==> src/rtl/led_pwm_pkg.sv <==
// ---------------------------------------------------------------------------
// led_pwm_pkg
// Shared constants for the LED PWM bank: register map offsets, CTRL and BLINK
// bit positions, and the default prescaler ratio.
// Optional feature macro used by the bank: LED_PWM_BLINK_EN.
// ---------------------------------------------------------------------------
package led_pwm_pkg;

    // Duty registers occupy addresses DUTY_BASE .. DUTY_BASE+CHANNELS-1.
    localparam int DUTY_BASE        = 0;

    // CTRL bit positions.
    localparam int CTRL_EN_BIT      = 0;

    // BLINK register: low bits are per-channel enables, bit 7 is the phase.
    localparam int BLINK_PHASE_BIT  = 7;
    localparam int BLINK_EN_MAX     = 7;

    localparam int DEFAULT_PRESCALE = 64;

    // CTRL sits directly after the last duty register.
    function automatic int ctrl_addr(input int channels);
        return DUTY_BASE + channels;
    endfunction

    // BLINK sits directly after CTRL.
    function automatic int blink_addr(input int channels);
        return DUTY_BASE + channels + 1;
    endfunction

endpackage

==> src/rtl/led_pwm_timebase.sv <==
// ---------------------------------------------------------------------------
// led_pwm_timebase
// Timebase shared by every PWM channel: prescaler, PWM counter, frame
// boundary strobe and the registered frame_start pulse. With LED_PWM_BLINK_EN
// defined it also runs the blink frame counter and exports its phase.
//
// Ports:
//   dot_clk        in   clock, rising edge
//   rst            in   synchronous reset, active-high
//   pwm_cnt        out  PWM counter value
//   frame_boundary out  combinational: tick while pwm_cnt is all-ones
//   frame_start    out  registered frame_boundary (aligned with pwm_cnt == 0)
//   blink_phase    out  blink phase (only with LED_PWM_BLINK_EN)
// ---------------------------------------------------------------------------
module led_pwm_timebase
    import led_pwm_pkg::*;
#(
    parameter int PWM_BITS = 8,
    parameter int PRESCALE = DEFAULT_PRESCALE
) (
    input  logic                dot_clk,
    input  logic                rst,
    output logic [PWM_BITS-1:0] pwm_cnt,
    output logic                frame_boundary,
    output logic                frame_start
`ifdef LED_PWM_BLINK_EN
    ,
    output logic                blink_phase
`endif
);

    // A one-bit prescaler is kept even for PRESCALE=1; it then sits at 0 and
    // tick is asserted every cycle.
    localparam int             PSW     = (PRESCALE > 1) ? $clog2(PRESCALE) : 1;
    localparam logic [PSW-1:0] PS_LAST = PSW'(PRESCALE - 1);

    logic [PSW-1:0] presc_cnt;
    logic           tick;

    assign tick           = (presc_cnt == PS_LAST);
    assign frame_boundary = tick && (pwm_cnt == '1);

    always_ff @(posedge dot_clk) begin
        if (rst) begin
            presc_cnt   <= '0;
            pwm_cnt     <= '0;
            frame_start <= 1'b0;
        end else begin
            presc_cnt   <= tick ? '0 : presc_cnt + PSW'(1);
            if (tick) begin
                pwm_cnt <= pwm_cnt + PWM_BITS'(1);
            end
            frame_start <= frame_boundary;
        end
    end

`ifdef LED_PWM_BLINK_EN
    // The phase is the counter MSB, so it toggles every 2^(12-PWM_BITS) frames.
    localparam int FCW = 13 - PWM_BITS;

    logic [FCW-1:0] frame_cnt;

    always_ff @(posedge dot_clk) begin
        if (rst) begin
            frame_cnt <= '0;
        end else if (frame_boundary) begin
            frame_cnt <= frame_cnt + FCW'(1);
        end
    end

    assign blink_phase = frame_cnt[FCW-1];
`endif

endmodule

==> src/rtl/led_pwm_bank.sv <==
// ---------------------------------------------------------------------------
// led_pwm_bank
// N-channel PWM LED driver with a small register file on the 8-bit CPU I/O
// bus. Duty writes land in a pending copy and move to the active copy only at
// a frame boundary, so outputs never glitch mid-frame. A write that coincides
// with the boundary goes straight into active as well.
// Optional feature macro: LED_PWM_BLINK_EN (adds the BLINK register and
// per-channel blanking on the blink phase).
//
// Ports:
//   dot_clk      in   clock, rising edge
//   rst          in   synchronous reset, active-high
//   wr_en        in   write strobe
//   wr_addr      in   write address
//   wr_data      in   write data
//   rd_addr      in   read address
//   rd_data      out  registered read data (1-cycle latency)
//   pwm_out      out  registered PWM outputs, active-high
//   frame_start  out  one-cycle pulse at each frame boundary
// ---------------------------------------------------------------------------
module led_pwm_bank
    import led_pwm_pkg::*;
#(
    parameter int CHANNELS  = 3,
    parameter int PWM_BITS  = 8,
    parameter int PRESCALE  = DEFAULT_PRESCALE,
    parameter int ADDR_BITS = 4
) (
    input  logic                 dot_clk,
    input  logic                 rst,
    input  logic                 wr_en,
    input  logic [ADDR_BITS-1:0] wr_addr,
    input  logic [7:0]           wr_data,
    input  logic [ADDR_BITS-1:0] rd_addr,
    output logic [7:0]           rd_data,
    output logic [CHANNELS-1:0]  pwm_out,
    output logic                 frame_start
);

    localparam logic [ADDR_BITS-1:0] CTRL_ADDR = ADDR_BITS'(ctrl_addr(CHANNELS));

    logic [PWM_BITS-1:0] pwm_cnt;
    logic                frame_boundary;
    logic                ctrl_en;
    logic                ctrl_en_d;
    logic                ctrl_wr;
    logic [PWM_BITS-1:0] duty_pend [CHANNELS];
    logic [CHANNELS-1:0] pwm_d;
    logic [7:0]          rd_d;

`ifdef LED_PWM_BLINK_EN
    localparam int BLINK_W = (CHANNELS < BLINK_EN_MAX) ? CHANNELS : BLINK_EN_MAX;
    localparam logic [ADDR_BITS-1:0] BLINK_ADDR = ADDR_BITS'(blink_addr(CHANNELS));

    logic               blink_phase;
    logic [BLINK_W-1:0] blink_en;
`endif

    led_pwm_timebase #(
        .PWM_BITS (PWM_BITS),
        .PRESCALE (PRESCALE)
    ) u_timebase (
        .dot_clk        (dot_clk),
        .rst            (rst),
        .pwm_cnt        (pwm_cnt),
        .frame_boundary (frame_boundary),
        .frame_start    (frame_start)
`ifdef LED_PWM_BLINK_EN
        ,
        .blink_phase    (blink_phase)
`endif
    );

    // The compare stage uses the enable value being written this cycle, so a
    // CTRL write reaches pwm_out on the same edge that updates CTRL.
    assign ctrl_wr   = wr_en && (wr_addr == CTRL_ADDR);
    assign ctrl_en_d = ctrl_wr ? wr_data[CTRL_EN_BIT] : ctrl_en;

    always_ff @(posedge dot_clk) begin
        if (rst) begin
            ctrl_en <= 1'b0;
        end else begin
            ctrl_en <= ctrl_en_d;
        end
    end

`ifdef LED_PWM_BLINK_EN
    // Channels beyond bit 6 have no blink enable; bit 7 is the phase.
    always_ff @(posedge dot_clk) begin
        if (rst) begin
            blink_en <= '0;
        end else if (wr_en && (wr_addr == BLINK_ADDR)) begin
            blink_en <= wr_data[BLINK_W-1:0];
        end
    end
`endif

    for (genvar ch = 0; ch < CHANNELS; ch++) begin : g_ch
        localparam logic [ADDR_BITS-1:0] DUTY_ADDR = ADDR_BITS'(DUTY_BASE + ch);

        logic                duty_wr;
        logic                blanked;
        logic [PWM_BITS-1:0] pend;
        logic [PWM_BITS-1:0] act;

        assign duty_wr = wr_en && (wr_addr == DUTY_ADDR);

        always_ff @(posedge dot_clk) begin
            if (rst) begin
                pend <= '0;
                act  <= '0;
            end else begin
                if (duty_wr) begin
                    pend <= wr_data[PWM_BITS-1:0];
                end
                if (frame_boundary) begin
                    act <= duty_wr ? wr_data[PWM_BITS-1:0] : pend;
                end
            end
        end

`ifdef LED_PWM_BLINK_EN
        if (ch < BLINK_W) begin : g_blink
            assign blanked = blink_phase && blink_en[ch];
        end else begin : g_noblink
            assign blanked = 1'b0;
        end
`else
        assign blanked = 1'b0;
`endif

        assign duty_pend[ch] = pend;

        // All-ones duty is forced fully on instead of dropping out at the
        // counter's final step.
        assign pwm_d[ch] = ctrl_en_d && !blanked &&
                           ((act == '1) || (pwm_cnt < act));
    end

    always_ff @(posedge dot_clk) begin
        if (rst) begin
            pwm_out <= '0;
        end else begin
            pwm_out <= pwm_d;
        end
    end

    // Read mux samples register values before this edge's writes, so a read
    // of the address being written returns the old contents.
    always_comb begin
        rd_d = 8'h00;
        for (int i = 0; i < CHANNELS; i++) begin
            if (rd_addr == ADDR_BITS'(DUTY_BASE + i)) begin
                rd_d = 8'(duty_pend[i]);
            end
        end
        if (rd_addr == CTRL_ADDR) begin
            rd_d[CTRL_EN_BIT] = ctrl_en;
        end
`ifdef LED_PWM_BLINK_EN
        if (rd_addr == BLINK_ADDR) begin
            rd_d[BLINK_W-1:0]     = blink_en;
            rd_d[BLINK_PHASE_BIT] = blink_phase;
        end
`endif
    end

    always_ff @(posedge dot_clk) begin
        if (rst) begin
            rd_data <= 8'h00;
        end else begin
            rd_data <= rd_d;
        end
    end

endmodule
==> config.mk <==
export PLATFORM = sky130hd
export DESIGN_NAME = led_pwm_bank
export DESIGN_NICKNAME = d
export VERILOG_FILES = /design/src/rtl/led_pwm_pkg.sv /design/src/rtl/led_pwm_timebase.sv /design/src/rtl/led_pwm_bank.sv
export SDC_FILE = /design/constraint.sdc
export NUM_CORES = 1
export LEC_CHECK = 0
export ABC_AREA = 0
export CAP_MARGIN = 20
export CORE_AREA = 4 4 88 90
export DETAILED_ROUTE_END_ITERATION = 8
export DIE_AREA = 0 0 92 94
export PLACE_DENSITY = 0.69
export SLEW_MARGIN = 0
export SYNTH_ARGS = -nofsm -noshare
export SYNTH_HDL_FRONTEND = slang
export SYNTH_SLANG_ARGS = --single-unit
==> constraint.sdc <==
create_clock -name dot_clk -period 2.3 [get_ports dot_clk]
set_input_delay 0.345 -clock dot_clk [delete_from_list [all_inputs] [get_ports dot_clk]]
set_output_delay 0.345 -clock dot_clk [all_outputs]
set_load 0.05 [all_outputs]
# Yosys cells after proc, flatten, opt, wreduce, memory -nomap -nowiden
# Index checks and enable logic that the tools add are counted.
# W data, S select, Z words.
word_totals:
  in_bits: 19
  regBits: 75
  ram_bits: 0
  rom_bits: 0
  memories: 0
  latch_bits: 0
  word_cells: 50
classes:
  addsub: 2
  multipliers: 0
  mux: 8
  shift: 0
  n_reduce_logical: 14
  n_lt_le_gt_ge: 3
  n_bitwise: 0
  n_div: 0
  n_eq_ne: 11
ops:
  columns: ["cell", "count"]
  rows:
  - ["$mux W8", 6]
  - ["$eq A8 B8 Y1 const B", 4]
  - ["$lt A8 B8 Y1", 3]
  - ["$eq A4 B2 Y1 const B", 4]
  - ["$add A8 B1 Y8 const B", 1]
  - ["$eq A4 B1 Y1 const B", 2]
  - ["$logic_and A1 B1 Y1", 8]
  - ["$logic_not A4 Y1", 2]
  - ["$add A6 B1 Y6 const B", 1]
  - ["$eq A6 B6 Y1 const B", 1]
  - ["$logic_or A1 B1 Y1", 3]
  - ["$mux W1", 2]
  - ["$reduce_or A2 Y1", 1]

# Longest topological paths before layout
depth:
  word_depth: 5
  depth_mapped: 6
  depth_no_buf: 6

# Hierarchy
# Synthesis repeated with hierarchy kept, for this count alone.
unflattened:
  hier_cells: 376
  area_unflattened_um2: 3389.5
modules_own_cells:
  columns: ["mod", "n_inst", "cells_per_inst", "area_per_inst_um2", "seq_area_each_um2"]
  rows:
  - ["led_pwm_bank", 1, 300, 2723.9, 1201.2]
  - ["led_pwm_timebase", 1, 76, 665.6, 300.3]

# Least setup slack after synthesis
# Ideal clock, no wire load.
synth_path:
  path_kind: "input to register"
  start: "input wr_addr[3]"
  end: "register g_ch[1].act[7]"
  arrival_ns: 1.622
  setup_time_ns: 0.086
  n_path_buf: 1
  required_time_ns: 2.214
  stages: 5
  path_slack_ns: 0.593
  cell_sequence: "or3b_4 > or3b_1 > buf_6 > mux2i_1 > a211oi_1"
synth_via:
  elab_chain_cells: 3
synth_rtl:
  columns: ["element", "line", "rtl"]
  rows:
  - ["from (decl)", "led_pwm_bank.sv:32", "input logic [ADDR_BITS-1:0] wr_addr,"]
  - ["$eq A4 B1 Y1", "led_pwm_bank.sv:106", "assign duty_wr = wr_en && (wr_addr == DUTY_ADDR);"]
  - ["$logic_and A1 B1 Y1", "led_pwm_bank.sv:106", null]
  - ["$mux W8", null, null]
  - ["to (signal assigned)", "led_pwm_bank.sv:117", "act <= duty_wr ? wr_data[PWM_BITS-1:0] : pend;"]
  - ["to (decl)", "led_pwm_bank.sv:104", "logic [PWM_BITS-1:0] act;"]
# Every way passes these cells.
# A chain may end at the register's enable or synchronous reset.

# Worst setup path after layout
layout_path:
  start: "input wr_en"
  end: "register g_ch[1].act[5]"
layout_via:
  elab_chain_cells: 2
layout_rtl:
  columns: ["element", "line", "rtl"]
  rows:
  - ["from (decl)", "led_pwm_bank.sv:31", "input logic wr_en,"]
  - ["$logic_and A1 B1 Y1", "led_pwm_bank.sv:106", null]
  - ["$mux W8", null, null]
# Every way passes these cells.

==> results by group <==
Run status
  • Outcome: completed

Clock network
  • TritonCTS sink count: 75
  • H-tree lvl count: 3
  • Setup Buffers After CTS: 0
  • Post-cts resize count: 0
  • Clock root cell: clkbuf_8
  • CTS Buf Count: 9
  • Clock Latency Late Sink: 360 ps
  • Hold-fix buffers, CTS: 0
  • Buffer levels on the longest clock path: 2
  • Clock slew at reported path FFs: 90 ps
  • CTS tree: built

Placement
  • Pre-CTS setup slack: -100 ps
  • Final RePlAce weighted congestion: 0.802
  • DP Area: 3860 um^2
  • Dpl hpwl: 5650 um
  • I/O Buffers: 30
  • Placed Cells: 488

Timing
  • Worst setup margin: 273 ps
  • Max Clk Rate: 493 MHz
  • Slew margin rel.: 65.7%
  • Max Transition Viols Final: 0
  • Post-route clock period utilization: 88.1%
  • Final hold vios: 0
  • Count of final setup violators: 0
  • Tmin final: 2030 ps
  • Final hold slack: 402 ps
  • Actual slew at the worst max-slew pin: 514 ps
  • Skew final: 14.4 ps
  • Setup TNS: 0 ps
  • RSZ-0062 raised after global routing: no

Global routing
  • Vias in the first global route: 2523
  • Largest net degree at the start of global routing: 49
  • Congestion Overflow GR: 0
  • First-pass GRT wire length: 12700 um
  • Initial antenna violation count: 0
  • Total global-route track usage: 19.0%

Floorplanning
  • Starting Density: 48.2%
  • # IOs: 31
  • Die area: 8650 um^2
  • Die X: 92 um
  • Number of cell rows: 31
  • Die Span Y: 94 um
  • Total core area: 7060 um^2

Route
  • Post-route ant nets: 0
  • Wirelength per Cell: 15.3 um
  • Drt pass-1 iters: 4
  • # DRC: 0
  • Initial DRC count: 166
  • Final wirelength: 7730 um
  • Vias/cell: 5.27
  • Via count: 2657

Setup path
  • Max Fanout on Critical Path: 8
  • Critical path launch point type: input port
  • Worst path max stage delay: 630 ps
  • Required time of the critical path: 2570 ps
  • CP arrival: 2300 ps
  • Kind of critical path: input port to flip-flop
  • Crit end category: flip-flop
  • Cell with the largest stage delay on the worst path: or3b_1
  • Cell Chain, Critical Path: clkdlybuf4s50_1 -> or3b_4 -> or3b_1 -> mux2i_1 -> a211oi_1
  • Worst setup path start: wr_en
  • FF-to-FF Start: u_timebase.presc_cnt[0]

Final layout
  • Footprint of the multi-input gates: 1700 um^2
  • Post-Layout Cell Count: 504
  • Ant. Diodes: 0
  • Area Growth Syn to Fin: 19.0%
  • Final Core Density: 57.3%
  • Ratio of cells with drive above 1 in the final layout: 11.1%
  • Fillers: 636
  • Post-Layout Inst Area: 4050 um^2
  • Reg area: 1500 um^2
  • Total Nets Final: 442

Logic synthesis
  • Synth area leader: dfxtp_1
  • Distinct cell type count after synthesis: 37
  • Top-area cell type share of the netlist area: 44.1%
  • Mean Syn Cell Area: 9.35 um^2
  • Cell area after synthesis: 3400 um^2
  • Top cells by area, synth: dfxtp_1, ha_1, nor2_1
  • Syn Inst Count: 364
  • Syn_nets: 406
  • Yosys warns: 0
  • Flops & latches, synth: 75
  • Sequential share of the synthesized area: 44.1%

Pwr
  • P_leak: 1.44 nW
  • Power per cell area: 594 nW/um^2
  • Total chip power: 2.40 mW
  • Peak VDD IR: 0.304 mV

Min path
  • HP Class: input port to flip-flop
  • Worst min-delay path startpoint: rst

Run
  • MaxCap Viol Count: 0
[area by class of cell]
cell class                 instances  share of cell area (%)
sequential                        75                    37.1
clock buffer                      10                    3.40
tap                               99                    3.06
clock inverter                     6                    1.11
timing repair buffer              44                    10.5
inverter                          31                    2.87
multi-input combinational        239                    41.9
[Yosys cell counts (all sizes together)]
| cell | count |
|---|---|
| o221ai | 7 |
| o22ai | 3 |
| xnor2 | 9 |
| mux2i | 24 |
| a2111oi | 3 |
| o21ai | 9 |
| or3 | 2 |
| nor3 | 6 |
| inv | 31 |
| a21o | 3 |
| dfxtp | 75 |
| or3b | 2 |
| o21a | 6 |
| nor4 | 6 |
| ha | 23 |
| or4b | 1 |
| buf | 9 |
| nor2b | 1 |
| nand2b | 3 |
| a211oi | 27 |
| mux4 | 1 |
| nand4 | 8 |
| or2 | 1 |
| o31a | 3 |
| nand3 | 8 |
| nand2 | 8 |
| nor3b | 2 |
| a21oi | 2 |
| xor2 | 2 |
| clkbuf | 10 |
| nor2 | 69 |
[report_power, final]
group | internal, mW | total, mW | switching, mW | leakage (nW)
logic | 0.0621 | 0.140 | 0.0778 | 0.732
registers | 1.31 | 1.32 | 0.00680 | 0.605
clock network | 0.431 | 0.946 | 0.515 | 0.0974
[final timing paths]
| check | to | slack [ps] | cells past startpoint |
|---|---|---|---|
| worst max-delay path | g_ch[1].act[5] | 270 | 5 |
| worst min-delay path | g_ch[1].pend[4] | 400 | 2 |
| worst max register to register | g_ch[2].act[5] | 380 | 6 |
| worst min register to register | u_timebase.presc_cnt[0] | 460 | 1 |
[sequential cells by signal, summed over array words and instances, names as in the netlist]
| name | flops |
|---|---|
| u_timebase.presc_cnt | 6 |
| g_ch.pend | 24 |
| u_timebase.frame_start | 1 |
| rd_data | 8 |
| g_ch.act | 24 |
| ctrl_en | 1 |
| u_timebase.pwm_cnt | 8 |
| pwm_out | 3 |
[logic make-up (layout without fill, tap and decap cells)]
family / after synthesis / after routing / synth area share, %
and+or+nand+nor: 117 / 117 / 16.1
DFF: 75 / 75 / 44.1
AOI/OAI and AO/OA: 63 / 63 / 14.6
buffers and inverters: 50 / 91 / 6.14
muxes: 25 / 25 / 7.72
adders and majority gates: 23 / 23 / 8.46
xor gates and xnor gates: 11 / 11 / 2.83
[cell usage in the layout, fill, tap and decap left out, types with 5 or more instances in the layout]
cell and instances:
nand4_1 8, nor3_1 5, nand3_1 8, ha_1 23, a211oi_2 8, o21a_1 6, a211oi_1 19, inv_1 31
xnor2_1 9, mux2i_1 24, nor4_1 5, buf_4 12, o21ai_0 9, nor2_1 69, nand2_1 8, clkdlybuf4s50_1 29
clkbuf_8 10, o221ai_1 7, dfxtp_1 75
[critical path: cells and delay by family]
family	cells	cell delay (ps)
AND/OR/NAND/NOR	2	1020
buffers and inverters	1	450
AO/OA/AOI/OAI	1	260
multiplexers	1	220
[layer usage]
metal | track usage, % | vias up | wire (um)
met3 | 2.72 | 10 | 148
met5 | 0 | - | 0
met4 | 8.54 | 0 | 118
met2 | 30.4 | 21 | 3660
met1 | 25.5 | 1275 | 3810
li1 | - | 1351 | -
Power figures use the tool's default switching activity.
